===== config.mk =====
export PLATFORM = sky130hd
export DESIGN_NAME = debugport_uart_tx
export DESIGN_NICKNAME = d
export VERILOG_FILES = /design/src/rtl/debugport_uart_tx.sv
export SDC_FILE = /design/constraint.sdc
export NUM_CORES = 1
export LEC_CHECK = 0
export ABC_AREA = 0
export CORE_MARGIN = 2
export CORE_UTILIZATION = 50
export CTS_BUF_LIST = sky130_fd_sc_hd__clkbuf_8
export DETAILED_ROUTE_END_ITERATION = 8
export PLACE_DENSITY = 0.7
export SLEW_MARGIN = 15
export SYNTH_ARGS = -nofsm -noshare
export SYNTH_HDL_FRONTEND = slang
export SYNTH_SLANG_ARGS = --single-unit

===== constraint.sdc =====
create_clock -name clk -period 2.7 [get_ports clk]
set_input_delay 0.54 -clock clk [delete_from_list [all_inputs] [get_ports clk]]
set_output_delay 0.54 -clock clk [all_outputs]
set_load 0.01 [all_outputs]

===== src/rtl/debugport_uart_tx.sv =====
// Queues every change of the debug byte and sends it out as 8N1 UART frames, LSB first.
// Define DEBUGPORT_HEX_EN to send each byte as two uppercase ASCII hex digits followed by CR LF.
module debugport_uart_tx #(
    parameter int CLKS_PER_BIT = 868,
    parameter int FIFO_DEPTH   = 8
) (
    input  logic                          clk,
    input  logic                          rst,
    input  logic [7:0]                    debugport,
    output logic                          uart_tx,
    output logic                          busy,
    output logic                          overflow,
    output logic [$clog2(FIFO_DEPTH):0]   fifo_level
);
    localparam int PW = $clog2(FIFO_DEPTH);
    localparam int LW = PW + 1;
    localparam int BW = $clog2(CLKS_PER_BIT);

    typedef enum logic [1:0] {IDLE, START, DATA, STOP} state_t;

    state_t          state_q, state_d;
    logic [BW-1:0]   baud_q, baud_d;
    logic [2:0]      bit_cnt_q, bit_cnt_d;
    logic [7:0]      shift_q, shift_d;
    logic            tx_q, tx_d;
    logic [7:0]      prev_q;
    logic [PW-1:0]   wr_ptr_q, rd_ptr_q;
    logic [LW-1:0]   level_q, level_d;
    logic            overflow_q;
    logic [7:0]      mem_q [FIFO_DEPTH];

    logic            change, full, push, pop, baud_last;
    logic [7:0]      head;

`ifdef DEBUGPORT_HEX_EN
    logic [7:0]      byte_q, byte_d;
    logic [1:0]      chr_q, chr_d;

    function automatic logic [7:0] hex_ascii(input logic [3:0] n);
        return (n < 4'd10) ? (8'h30 + {4'h0, n}) : (8'h37 + {4'h0, n});
    endfunction

    function automatic logic [7:0] char_sel(input logic [7:0] b, input logic [1:0] idx);
        case (idx)
            2'd0:    return hex_ascii(b[7:4]);
            2'd1:    return hex_ascii(b[3:0]);
            2'd2:    return 8'h0D;
            default: return 8'h0A;
        endcase
    endfunction
`endif

    assign change    = (debugport != prev_q);
    assign full      = (level_q == LW'(FIFO_DEPTH));
    assign push      = change && !full;
    assign head      = mem_q[rd_ptr_q];
    assign baud_last = (baud_q == BW'(CLKS_PER_BIT - 1));

    always_comb begin
        state_d   = state_q;
        baud_d    = baud_q;
        bit_cnt_d = bit_cnt_q;
        shift_d   = shift_q;
        pop       = 1'b0;
`ifdef DEBUGPORT_HEX_EN
        byte_d    = byte_q;
        chr_d     = chr_q;
`endif
        case (state_q)
            IDLE: begin
                if (level_q != '0) begin
                    pop       = 1'b1;
                    baud_d    = '0;
                    bit_cnt_d = 3'd0;
                    state_d   = START;
`ifdef DEBUGPORT_HEX_EN
                    byte_d    = head;
                    chr_d     = 2'd0;
                    shift_d   = char_sel(head, 2'd0);
`else
                    shift_d   = head;
`endif
                end
            end
            START: begin
                if (baud_last) begin
                    baud_d  = '0;
                    state_d = DATA;
                end else begin
                    baud_d  = baud_q + BW'(1);
                end
            end
            DATA: begin
                if (baud_last) begin
                    baud_d    = '0;
                    shift_d   = {1'b0, shift_q[7:1]};
                    bit_cnt_d = bit_cnt_q + 3'd1;
                    if (bit_cnt_q == 3'd7) state_d = STOP;
                end else begin
                    baud_d    = baud_q + BW'(1);
                end
            end
            STOP: begin
                if (baud_last) begin
                    baud_d  = '0;
                    state_d = IDLE;
`ifdef DEBUGPORT_HEX_EN
                    // remaining characters of the same entry follow without an idle cycle
                    if (chr_q != 2'd3) begin
                        chr_d     = chr_q + 2'd1;
                        shift_d   = char_sel(byte_q, chr_q + 2'd1);
                        bit_cnt_d = 3'd0;
                        state_d   = START;
                    end
`endif
                end else begin
                    baud_d  = baud_q + BW'(1);
                end
            end
            default: state_d = IDLE;
        endcase

        // line level is registered from the next state so uart_tx never glitches
        case (state_d)
            START:   tx_d = 1'b0;
            DATA:    tx_d = shift_d[0];
            default: tx_d = 1'b1;
        endcase
    end

    always_comb begin
        level_d = level_q;
        case ({push, pop})
            2'b10:   level_d = level_q + LW'(1);
            2'b01:   level_d = level_q - LW'(1);
            default: level_d = level_q;
        endcase
    end

    always_ff @(posedge clk or posedge rst) begin
        if (rst) begin
            state_q    <= IDLE;
            baud_q     <= '0;
            bit_cnt_q  <= 3'd0;
            shift_q    <= 8'h00;
            tx_q       <= 1'b1;
            prev_q     <= 8'h00;
            wr_ptr_q   <= '0;
            rd_ptr_q   <= '0;
            level_q    <= '0;
            overflow_q <= 1'b0;
`ifdef DEBUGPORT_HEX_EN
            byte_q     <= 8'h00;
            chr_q      <= 2'd0;
`endif
        end else begin
            state_q    <= state_d;
            baud_q     <= baud_d;
            bit_cnt_q  <= bit_cnt_d;
            shift_q    <= shift_d;
            tx_q       <= tx_d;
            prev_q     <= debugport;
            level_q    <= level_d;
            if (push)          wr_ptr_q   <= wr_ptr_q + PW'(1);
            if (pop)           rd_ptr_q   <= rd_ptr_q + PW'(1);
            if (change && full) overflow_q <= 1'b1;
`ifdef DEBUGPORT_HEX_EN
            byte_q     <= byte_d;
            chr_q      <= chr_d;
`endif
        end
    end

    always_ff @(posedge clk) begin
        if (push) mem_q[wr_ptr_q] <= debugport;
    end

    assign uart_tx    = tx_q;
    assign busy       = (state_q != IDLE) || (level_q != '0);
    assign overflow   = overflow_q;
    assign fifo_level = level_q;
endmodule


# == After elaboration in Yosys (flattened, before gate mapping) ==
# Memories as Yosys holds them, arrays and structs flattened.
# Cells that the tools add are included.
# totals
regBits,43
mem_bits_rw,64
inputBits,10
memories,1
# op_classes
add_sub_neg,6
n_eq_ne,13
muxes,21
n_reduce_logical,11
# mem_list
memory,depth,width,read_ports,rd_ports_with_merged_regs,wr,line,rtl
mem_q,8,8,1,0,1,30,logic [7:0] mem_q [FIFO_DEPTH];
# op_table
op,count
2-to-1 mux 10 bit,2
one-hot mux 10 bit (2 select lines),1
2-to-1 mux 8 bit,2
one-hot mux 8 bit (2 select lines),1
"adder 10 x 1 -> 10 bit, second input constant",1
"equality test 10 bit, second input constant",1
2-to-1 mux 2 bit,5
"adder 3 x 1 -> 3 bit, second input constant",3
"equality test 2 bit, second input constant",4
!= test 8 bit,1
one-hot mux 2 bit (4 select lines),1
one-hot mux 4 bit (2 select lines),1
"equality test 2 x 1 -> 1 bit, second input constant",3
2-to-1 mux 3 bit,2
one-hot mux 3 bit (2 select lines),1
nonzero test 2 bit,3
"adder 4 x 1 -> 4 bit, second input constant",1
"equality test 4 bit, second input constant",1
2-to-1 mux 1 bit,4
"!= test 2 bit, second input constant",2
nonzero test 4 bit,1
"subtractor 4 x 1 -> 4 bit, second input constant",1
"equality test 3 bit, second input constant",1
AND reduction 3 bit,1
6 further kinds,7

# == Logic depth before layout (Yosys ltp) ==
# depth
depth_word,6
ltp_mapped,12

# == Least setup slack after synthesis ==
# No wires, ideal clock.
# synth_path
path_kind,in2reg
from,in debugport[7]
to,reg level_q[2] (netlist: fifo_level[2])
setup_time_ns,0.130
t_arrival_ns,2.414
path_slack_ns,0.156
path_stages,12
path_buffers,1
cell_sequence,xor2_1 nor4_1 a21oi_1 clkbuf_1 inv_1 ha_1 xor2_1 ha_1 a21oi_1 xor2_1 nor2_1 xor2_1
# synth_via
elab_chain_cells,4
elab_cells_between_ends,6
classes_between,eq/ne: 3; mux: 1; reduce/logical: 2
# synth_lines
item,line,rtl
start: declaration,9,"input logic [7:0] debugport,"
!= test 8 bit (*),53,assign change = (debugport != prev_q);
logical AND 1 bit (*),55,assign push = change && !full;
equality test 2 x 1 -> 1 bit / equality test 2 bit (equally long branches),133,"case ({push, pop})"
one-hot mux 4 bit (2 select lines) / nonzero test 2 bit (equally long branches),n/a,
end signal: assignment,163,level_q <= level_d;
end: declaration,28,"logic [LW-1:0] level_q, level_d;"
# Every way passes the cells marked *; elsewhere a longest branch is shown, timed or not.
# A chain may end at the register's enable or synchronous reset.

# == Final worst setup path ==
# layout_path
from,in debugport[3]
to,reg level_q[2] (netlist: fifo_level[2])
# The elaborated chain is that of the path after synthesis.

==> impl_metrics.csv <==
group,metric,value,unit
floorplanning,die_area,9906,sq um
global_route,antenna_found_initial,0,
detailed_routing,drc,0,
power_and_ir_drop,ir_worst_vdd,0.5383,mV
timing,rsz0062_at_grt,"false",
timing,slew_violations,0,
floorplanning,pin_count,17,
global_route,grt_pass1_wl,12.92,mm
placement,place_area,5009,sq um
power_and_ir_drop,power_density,800.8,nW/um^2
floorplanning,start_util,51.82,%
outcome,status,"complete, no violations",
floorplanning,row_count,34,
timing,slew_headroom,51.18,%
power_and_ir_drop,internal_power,2960,uW
cts,cts_tree,"done",
timing,max_clock_freq,392.2,MHz
final_layout,fin_nets,349,
final_layout,fillers,679,
final_layout,final_cells,444,
power_and_ir_drop,p_total,4185,uW
power_and_ir_drop,power_leakage,0.002016,uW
yosys,synth_nets,305,
cts,cts.sinks,107,
setup_path,cp-start-kind,"primary input",
power_and_ir_drop,p_comb_share,21.5,%
setup_path,crit_path_end_kind,"flip-flop",
setup_path,cp_max_fo,2,
setup_path,path_class,"in -> reg",
cts,root_buffer,"clkbuf_8",
cts,htreeDepth,3,
setup_path,critPathSlowestCell,"clkdlybuf4s50_1",
yosys,async_flop_share,40.19,%
detailed_routing,viasPerCell,5.635,
final_layout,n_antenna_cell,0,
detailed_routing,dr.pass1.iters,5,
power_and_ir_drop,seqPwrFrac,56.0,%
cts,cts_hold_buf,0,
yosys,synth-edff-count,64,
global_route,grt_max_degree,24,
floorplanning,coreArea,8806,sq um
yosys,yosys_warnings,0,
timing,timing.final.crit_share,94.44,%
detailed_routing,vias,2502,
final_layout,syn_to_final_growth,14.53,%
yosys,syn_inst,287,
final_layout,final_area,5226,sq um
power_and_ir_drop,pwr-share-clk,22.5,%
global_route,grt_pass1_vias,2522,
detailed_routing,routedWlPerCell,17.63,um
setup_path,cp_slowest_stage_delay,0.50,ns
setup_path,path_common_cell,"xor2_1",
yosys,yosys_most_used_dff,"edfxtp_1",
placement,portBuffers,16,
yosys,synth_area_leaders,"edfxtp_1 42%, dfrtp_1 23%, mux4_2 7.9%",
final_layout,drive_above_1_share,24.11,%
placement,routabilityCongestion,0.7667,
timing,finalSetupViolCount,0,
setup_path,arrival,2.79,ns
placement,dp.final_hpwl,5.255,mm
floorplanning,die_h,99.53,um
placement,placed_cells,425,
detailed_routing,drt_iter0_drc,115,
timing,holdWs,0.4723,ns
timing,hold_viol_final,0,
setup_path,cp_top_family,"buffers and inverters",
min_path,min_path_type,"reg -> reg",
timing,clock_skew,0.01880,ns
cts,cts_buffer_depth,2,
global_route,gr-total-overflow,0,
setup_path,worstPathRequired,2.94,ns
yosys,yosys_register_bits,107,
detailed_routing,final_antenna_net_count,0,
timing,min_period,2.550,ns
yosys,ys_seq_area_share,65.73,%
yosys,yosysTopAreaCellShare,42.12,%
cts,cts_buffers,9,
yosys,yosys.area.top_type,"edfxtp_1",
flow_run,cap_violations,0,
global_route,grt_util_all_layers,17.16,%
yosys,synth.distinct_cells,57,
yosys,synth_area_per_cell,15.90,sq um
power_and_ir_drop,swShare,29.28,%
cts,clk_pin_slew,0.10,ns
cts,clock_latency,0.36,ns
setup_path,cp_cell_sequence,"clkdlybuf4s50_1 > xor2_1 > nor4_1 > buf_4 > a21oi_1 > inv_1 > ha_1 > xor2_1 > ha_1 > a21oi_1 > xor2_1 > nor2_1 > xor2_1",
setup_path,path_buf_inv,3,
power_and_ir_drop,power_switching,1225,uW
timing,worstMarginPinSlew,0.7323,ns
detailed_routing,wl,7.828,mm
floorplanning,die_w,99.53,um
yosys,syn-cell-area,4563,sq um
## synthesized netlist by cell type (2+ instances only)
cell type,number
and3_1,5
a21oi_1,8
edfxtp_1,64
mux2_2,3
o21ai_0,6
a21o_1,2
and4_1,2
nor4bb_1,2
nand2_1,16
a31oi_1,3
buf_6,4
buf_2,2
and2_1,2
nand3_1,3
nor4_1,2
mux2i_1,10
ha_1,8
inv_1,5
xor2_1,16
dfrtp_1,42
a221o_1,7
nor2_1,13
buf_4,2
a22o_2,2
nor2b_1,2
mux4_2,16
and4b_1,3
clkbuf_1,2
nand4_1,3
xnor2_1,5
## flip-flops by register name, summed over array words and instances (netlist names), 2 cells and up
name and count:
mem_q 64, baud_q 10, prev_q 8, shift_q 8
fifo_level 4, bit_cnt_q 3, rd_ptr_q 3, wr_ptr_q 3
state_q 2
## cells by family (layout without fill, tap and decap cells)
| logic type | Yosys count | in the layout | synth area share, % |
|---|---|---|---|
| xor gates and xnor gates | 21 | 21 | 4.031 |
| AOI/OAI and AO/OA | 36 | 36 | 5.676 |
| buffers and inverters | 18 | 67 | 2.413 |
| adders and majority gates | 8 | 8 | 2.194 |
| and+or+nand+nor | 68 | 68 | 9.132 |
| DFF | 107 | 107 | 65.73 |
| muxes | 29 | 29 | 10.83 |
## worst register-to-register path, delay by kind of cell, from the launching register on
family / cells / cell delay, ns
flip-flops: 1 / 0.43
XOR/XNOR: 3 / 0.36
AO/OA/AOI/OAI: 2 / 0.19
buffers and inverters: 3 / 0.45
AND/OR/NAND/NOR: 2 / 0.47
adder cells (fa/ha/maj): 2 / 0.35
## per-layer routing
layer	share of wire [%]	vias up	GRT usage, %
met5	0	-	0
met4	0.37	0	4.215
met3	3.3	2	4.498
met2	51	36	29.16
met1	45	1275	22.23
li1	-	1189	-
## cell usage in the layout (no fill, tap or decap), drive strengths merged, types with 5 or more instances in the layout
| master | netlist | layout |
|---|---|---|
| buf | 9 | 28 |
| edfxtp | 64 | 64 |
| mux2i | 10 | 10 |
| mux4 | 16 | 16 |
| xnor2 | 5 | 5 |
| a221o | 7 | 7 |
| clkdlybuf4s50 | 0 | 15 |
| inv | 7 | 12 |
| clkbuf | 2 | 9 |
| nor2 | 14 | 14 |
| ha | 8 | 8 |
| o21ai | 8 | 8 |
| and3 | 5 | 5 |
| a21oi | 8 | 8 |
| xor2 | 16 | 16 |
| dfrtp | 42 | 42 |
| nand2 | 17 | 17 |
## per-stage QoR
stage | util [%] | setup WS, ns | setup TNS [ns]
after CTS | 59.35 | 0.1484 | 0
after detailed placement | 56.88 | -0.2290 | -2.987
after floorplan | - | 0.1562 | 0
final | 59.35 | 0.1501 | 0
after global placement | 56.88 | -0.2372 | -3.400
after global routing | 59.35 | 0.04349 | 0
## final cells by class
class                   instances  area [sq um]  share of cell area [%]
clock buffers                   9         123.9                   2.370
repair buffers                 44         406.6                   7.781
flip-flops and latches        107          3003                   57.46
clock inverters                 7         68.82                   1.317
well taps                     108         135.1                   2.586
multi-input cells             162          1460                   27.94
inverters                       7         28.78                  0.5506
## worst paths after layout
kind,depth (start not counted),endpoint,slack [ns],from
setup / recovery,13,fifo_level[2],0.15,debugport[3]
hold / removal,1,overflow,0.47,overflow
setup reg to reg,12,fifo_level[2],0.33,fifo_level[1]
hold reg to reg,1,overflow,0.47,overflow
max in group asynchronous,3,uart_tx,1.61,rst
min in group asynchronous,2,fifo_level[3],0.51,rst
## power groups by stage
stage	clock, uW	sequential [uW]	combinational (uW)
after floorplan	0	2340	514
after global placement	0	2370	844
after detailed placement	0	2390	865
after CTS	972	2340	914
after global routing	1020	2390	987
final	943	2340	900
## timing repair
| action | 4_1_cts | 5_1_grt |
|---|---|---|
| buffers inserted | 3 | 0 |
| resized for setup | 4 | 0 |
| setup endpoints to repair | 1 | 0 |
Note: power is estimated with default switching activity, not from simulation.
==> RTL edit 1: new RTL, same settings <==
Put one more register stage on the output `overflow`, without a reset. The value now appears one clock later. The other outputs are not delayed to match.
--- a/src/rtl/debugport_uart_tx.sv
+++ b/src/rtl/debugport_uart_tx.sv
@@ -178,5 +178,7 @@
     assign uart_tx    = tx_q;
     assign busy       = (state_q != IDLE) || (level_q != '0);
-    assign overflow   = overflow_q;
+    always_ff @(posedge clk) begin
+        overflow <= overflow_q;
+    end
     assign fifo_level = level_q;
 endmodule
Check against the original RTL: no difference found for any inputs over 10 cycles, from zero or initial values and one cycle with rst high; that may be too few to reach the edited logic, so the function may still have changed.
==> RTL edit 1 against the unedited design <==
- synthesized area up 0.44%
- largest cell class unchanged
- worst setup slack worse by 100 ps
- via count up 0.36%
- wire length up 1.5%
- sequential cell count up 1
- core utilization up 0.24 points
- cell area up 0.41%
- critical path depth down 9
- total power up 2.6%
==> RTL edit 1: results <==
[min_path]
hp-class = "in2async"

[power_and_ir_drop]
power_per_cell_area_nw_per_um2 = 819
pwr-share-seq = 0.549
p_leak_nw = 2.02
max-vdd-ir-drop_mv = 0.578
comb_cell_power_mw = 0.875
netSwitchingFraction = 0.289

[yosys]
ys_seq_area_frac = 0.659
synth.avg_cell_area_um2 = 15.9
syn-num-nets = 306
synth_area_leaders = "edfxtp_1 42%, dfrtp_1 23%, mux4_2 7.9%"
async_reset_ff_frac = 0.398
ys_types = 58

[layout]
drive_above_1_share = 0.239
final_net_count = 348

[placement]
hpwl_um = 5370
port_buffers = 16
gp_congestion = 0.759
post-place-cells = 426

[route]
wl_per_cell_um = 17.9
firstDrtPassIters = 4
drt_wl_total_um = 7950
avgViaCountPerCell = 5.67
drt_iter0_drc = 100

[worst_setup_path]
slowest_stage = "or4_4"
reg2reg_from = "fifo_level[0]"
slowest_delay_ps = 540
crit_path_start = "fifo_level[2]"
arrival_ps = 2110
crit_end = "busy"
path_max_fanout = 7
cp_top_family = "simple AND/OR/NAND/NOR gates"

[grt]
grt_pass1_wl_um = 13000
grt.total_usage = 0.176
grt_max_degree = 22

[status]
status = "completed"

[clock_tree]
clk_pin_slew_ps = 120

[sta]
maxSlewHeadroom = 0.502
RTL edit 1: final cells by class:
type	instances	area, µm²
clock inverters	7	103
well taps	108	135
flip-flops and latches	108	3020
multi-input cells	162	1470
clock buffers	9	124
repair buffers	42	368
inverters	7	28.8
fillers	671	3560
RTL edit 1: how the worst min path moves through the flow:
stage                     from         to  slack, ps  cells past startpoint
CTS                        rst  baud_q[0]        390                      2
global route               rst  baud_q[0]        420                      2
global placement    overflow_q   overflow        380                      0
detailed placement  overflow_q   overflow        370                      0
floorplan           overflow_q   overflow        350                      0
finish                     rst  baud_q[4]        390                      2
RTL edit 1: through the flow:
step	cell area [µm²]	hold WS [ps]	setup WS, ps	setup TNS (ps)
after floorplan	4580	349	156	0
after global placement	5000	380	-240	-5550
after detailed placement	5000	373	-279	-5840
after CTS	5240	390	13.8	0
after global routing	5250	416	-39.2	-56.1
final	5250	395	49.7	0
RTL edit 1: cells by family after synthesis:
logic type / count (synthesis) / synth area share
AO/OA/AOI/OAI: 36 / 0.0565
adder cells (fa/ha/maj): 8 / 0.0218
buffers and inverters: 18 / 0.0240
XOR/XNOR: 21 / 0.0401
flip-flops: 108 / 0.659
multiplexers: 29 / 0.108
AND/OR/NAND/NOR: 68 / 0.0909
RTL edit 1: layer usage:
| metal | vias to the layer above | share of wire | routed length, µm | track usage |
|---|---|---|---|---|
| met2 | 35 | 0.50 | 3980 | 0.287 |
| met4 | 0 | 0.0098 | 78 | 0.0411 |
| li1 | 1184 | - | - | - |
| met5 | - | 0 | 0 | 0 |
| met1 | 1283 | 0.46 | 3640 | 0.243 |
| met3 | 9 | 0.032 | 255 | 0.0401 |
RTL edit 1: repair_timing:
item                                    4_1_cts  5_1_grt
resized for setup                             1        2
pin swaps                                     0        0
setup buffers                                 1        0
endpoints found under the setup margin        1        2
==> RTL edit 2: new RTL, config.mk and constraints unchanged <==
Made on the original files. Build with the macro `DEBUGPORT_HEX_EN` defined.
--- a/src/rtl/debugport_uart_tx.sv
+++ b/src/rtl/debugport_uart_tx.sv
@@ -1,4 +1,6 @@
 // Queues every change of the debug byte and sends it out as 8N1 UART frames, LSB first.
 // Define DEBUGPORT_HEX_EN to send each byte as two uppercase ASCII hex digits followed by CR LF.
+`define DEBUGPORT_HEX_EN
+
 module debugport_uart_tx #(
     parameter int CLKS_PER_BIT = 868,
Behaviour: no difference found for any inputs over 10 cycles, from zero or initial values and one cycle with rst high; that may be too few to reach the edited logic, so the function may still have changed.
==> RTL edit 2 against the unedited design <==
- worst setup slack got worse by 36 ps
- wire length grew 32%
- cell area grew 20%
- synthesized area up 18%
- count of clock-buffer cells in the layout rose by 8
- sequential share of layout area down 6.2 points
- non-clock buffer count is 7 higher
- total power grew 14%
- core utilization is 1.3 points higher
- sequential cell count rose by 9
- synthesized cell count up 40%
==> RTL edit 2: results <==
[clock_tree]
post_cts.repair.setup_buffers = 0
numCtsBuffers = 17
clk_latency_ps = 450
h-tree-depth = 4
cts_resized = 0
clk_pin_slew_ps = 70

[yosys]
synthMuxAreaShare = 0.0998
ys_types = 66
synth_fa_ha_area_frac = 0.0387
syn-num-nets = 429
synth_compound_area_frac = 0.101
ys_seq_area_frac = 0.601
synth_area_leaders = "edfxtp_1 36%, dfrtp_1 24%, mux4_2 6.3%"
async_reset_ff_frac = 0.448
synth_common_cells = "64 x edfxtp_1, 51 x dfrtp_1, 45 x nand2_1"
synth.avg_cell_area_um2 = 13.3
synth_xor_area_frac = 0.0343

[worst_setup_path]
reg2reg_from = "rd_ptr_q[0]"
path_max_fanout = 4
rrSetupSlack_ps = 240
crit_path_start = "fifo_level[1]"
arrival_ps = 2050

[route]
drt_wl_total_um = 10300
vias = 3329
firstDrtPassIters = 4
drt_iter0_drc = 117

[grt]
grt.total_usage = 0.200
grt_pass1_wl_um = 17000
grt_pass1_vias = 3398
grt_max_degree = 53

[power_and_ir_drop]
max-vdd-ir-drop_mv = 0.703
p_leak_nw = 2.42
p_int_mw = 3.40

[sta]
hold_ws_ps = 468
tightest_slew_ps = 706
skew_ps = 9.62
final.setup.worst_slack_ps = 114

[placement]
post-place-cells = 576
gp_congestion = 0.781
dpl_cell_area_um2 = 5890
pre_cts_ws_ps = -392
hpwl_um = 7020

[status]
status = "completed"

[layout]
final_net_count = 485
drive_above_1_share = 0.218
fin_cells = 608
## RTL edit 2: cell types whose count changed after synthesis, moves of 7 or more
cell / delta
nand2_1: +29
o21ai_0: +25
inv_1: +10
dfrtp_1: +9
ha_1: +7
nor3_1: +7
## RTL edit 2: critical path, stage by stage, from the launching register on
cell and delay [ps]:
dfrtp_1 380, or4_4 550, nor2_2 110, inv_1 80
clkdlybuf4s50_1 480
## RTL edit 2: power by group through the flow
stage / combinational, mW / sequential [mW] / clock (mW)
after detailed placement: 0.936 / 2.39 / 0
final: 0.928 / 2.35 / 1.51
after global placement: 0.911 / 2.37 / 0
after CTS: 0.939 / 2.35 / 1.55
after floorplan: 0.514 / 2.37 / 0
after global routing: 1.03 / 2.39 / 1.62
## RTL edit 2: final cells by class
cell class	instances	area (µm²)
Clock inverter	15	144
Fill cell	814	4080
Tap cell	136	170
Sequential cell	116	3220
Inverter	15	56.3
Clock buffer	17	234
Timing Repair Buffer	51	423
Multi-Input combinational cell	258	2040
## RTL edit 2: per-stage QoR
step | TNS [ps] | utilization
after floorplan | 0 | -
after global placement | -700 | 0.568
after detailed placement | -1110 | 0.568
after CTS | 0 | 0.604
after global routing | -29.8 | 0.607
final | 0 | 0.607
## RTL edit 2: final timing paths
path	cells past startpoint	end
max	4	busy
min	1	overflow
min in group asynchronous	3	prev_q[7]
max reg2reg	6	shift_q[2]
min reg2reg	1	overflow
max in group asynchronous	3	baud_q[7]
## RTL edit 2: layer usage
metal,vias up,wire length [µm],GRT usage
li1,1627,-,-
met1,1622,4570,0.248
met2,55,5070,0.323
met3,25,396,0.0642
met4,0,287,0.0870
met5,-,0,0
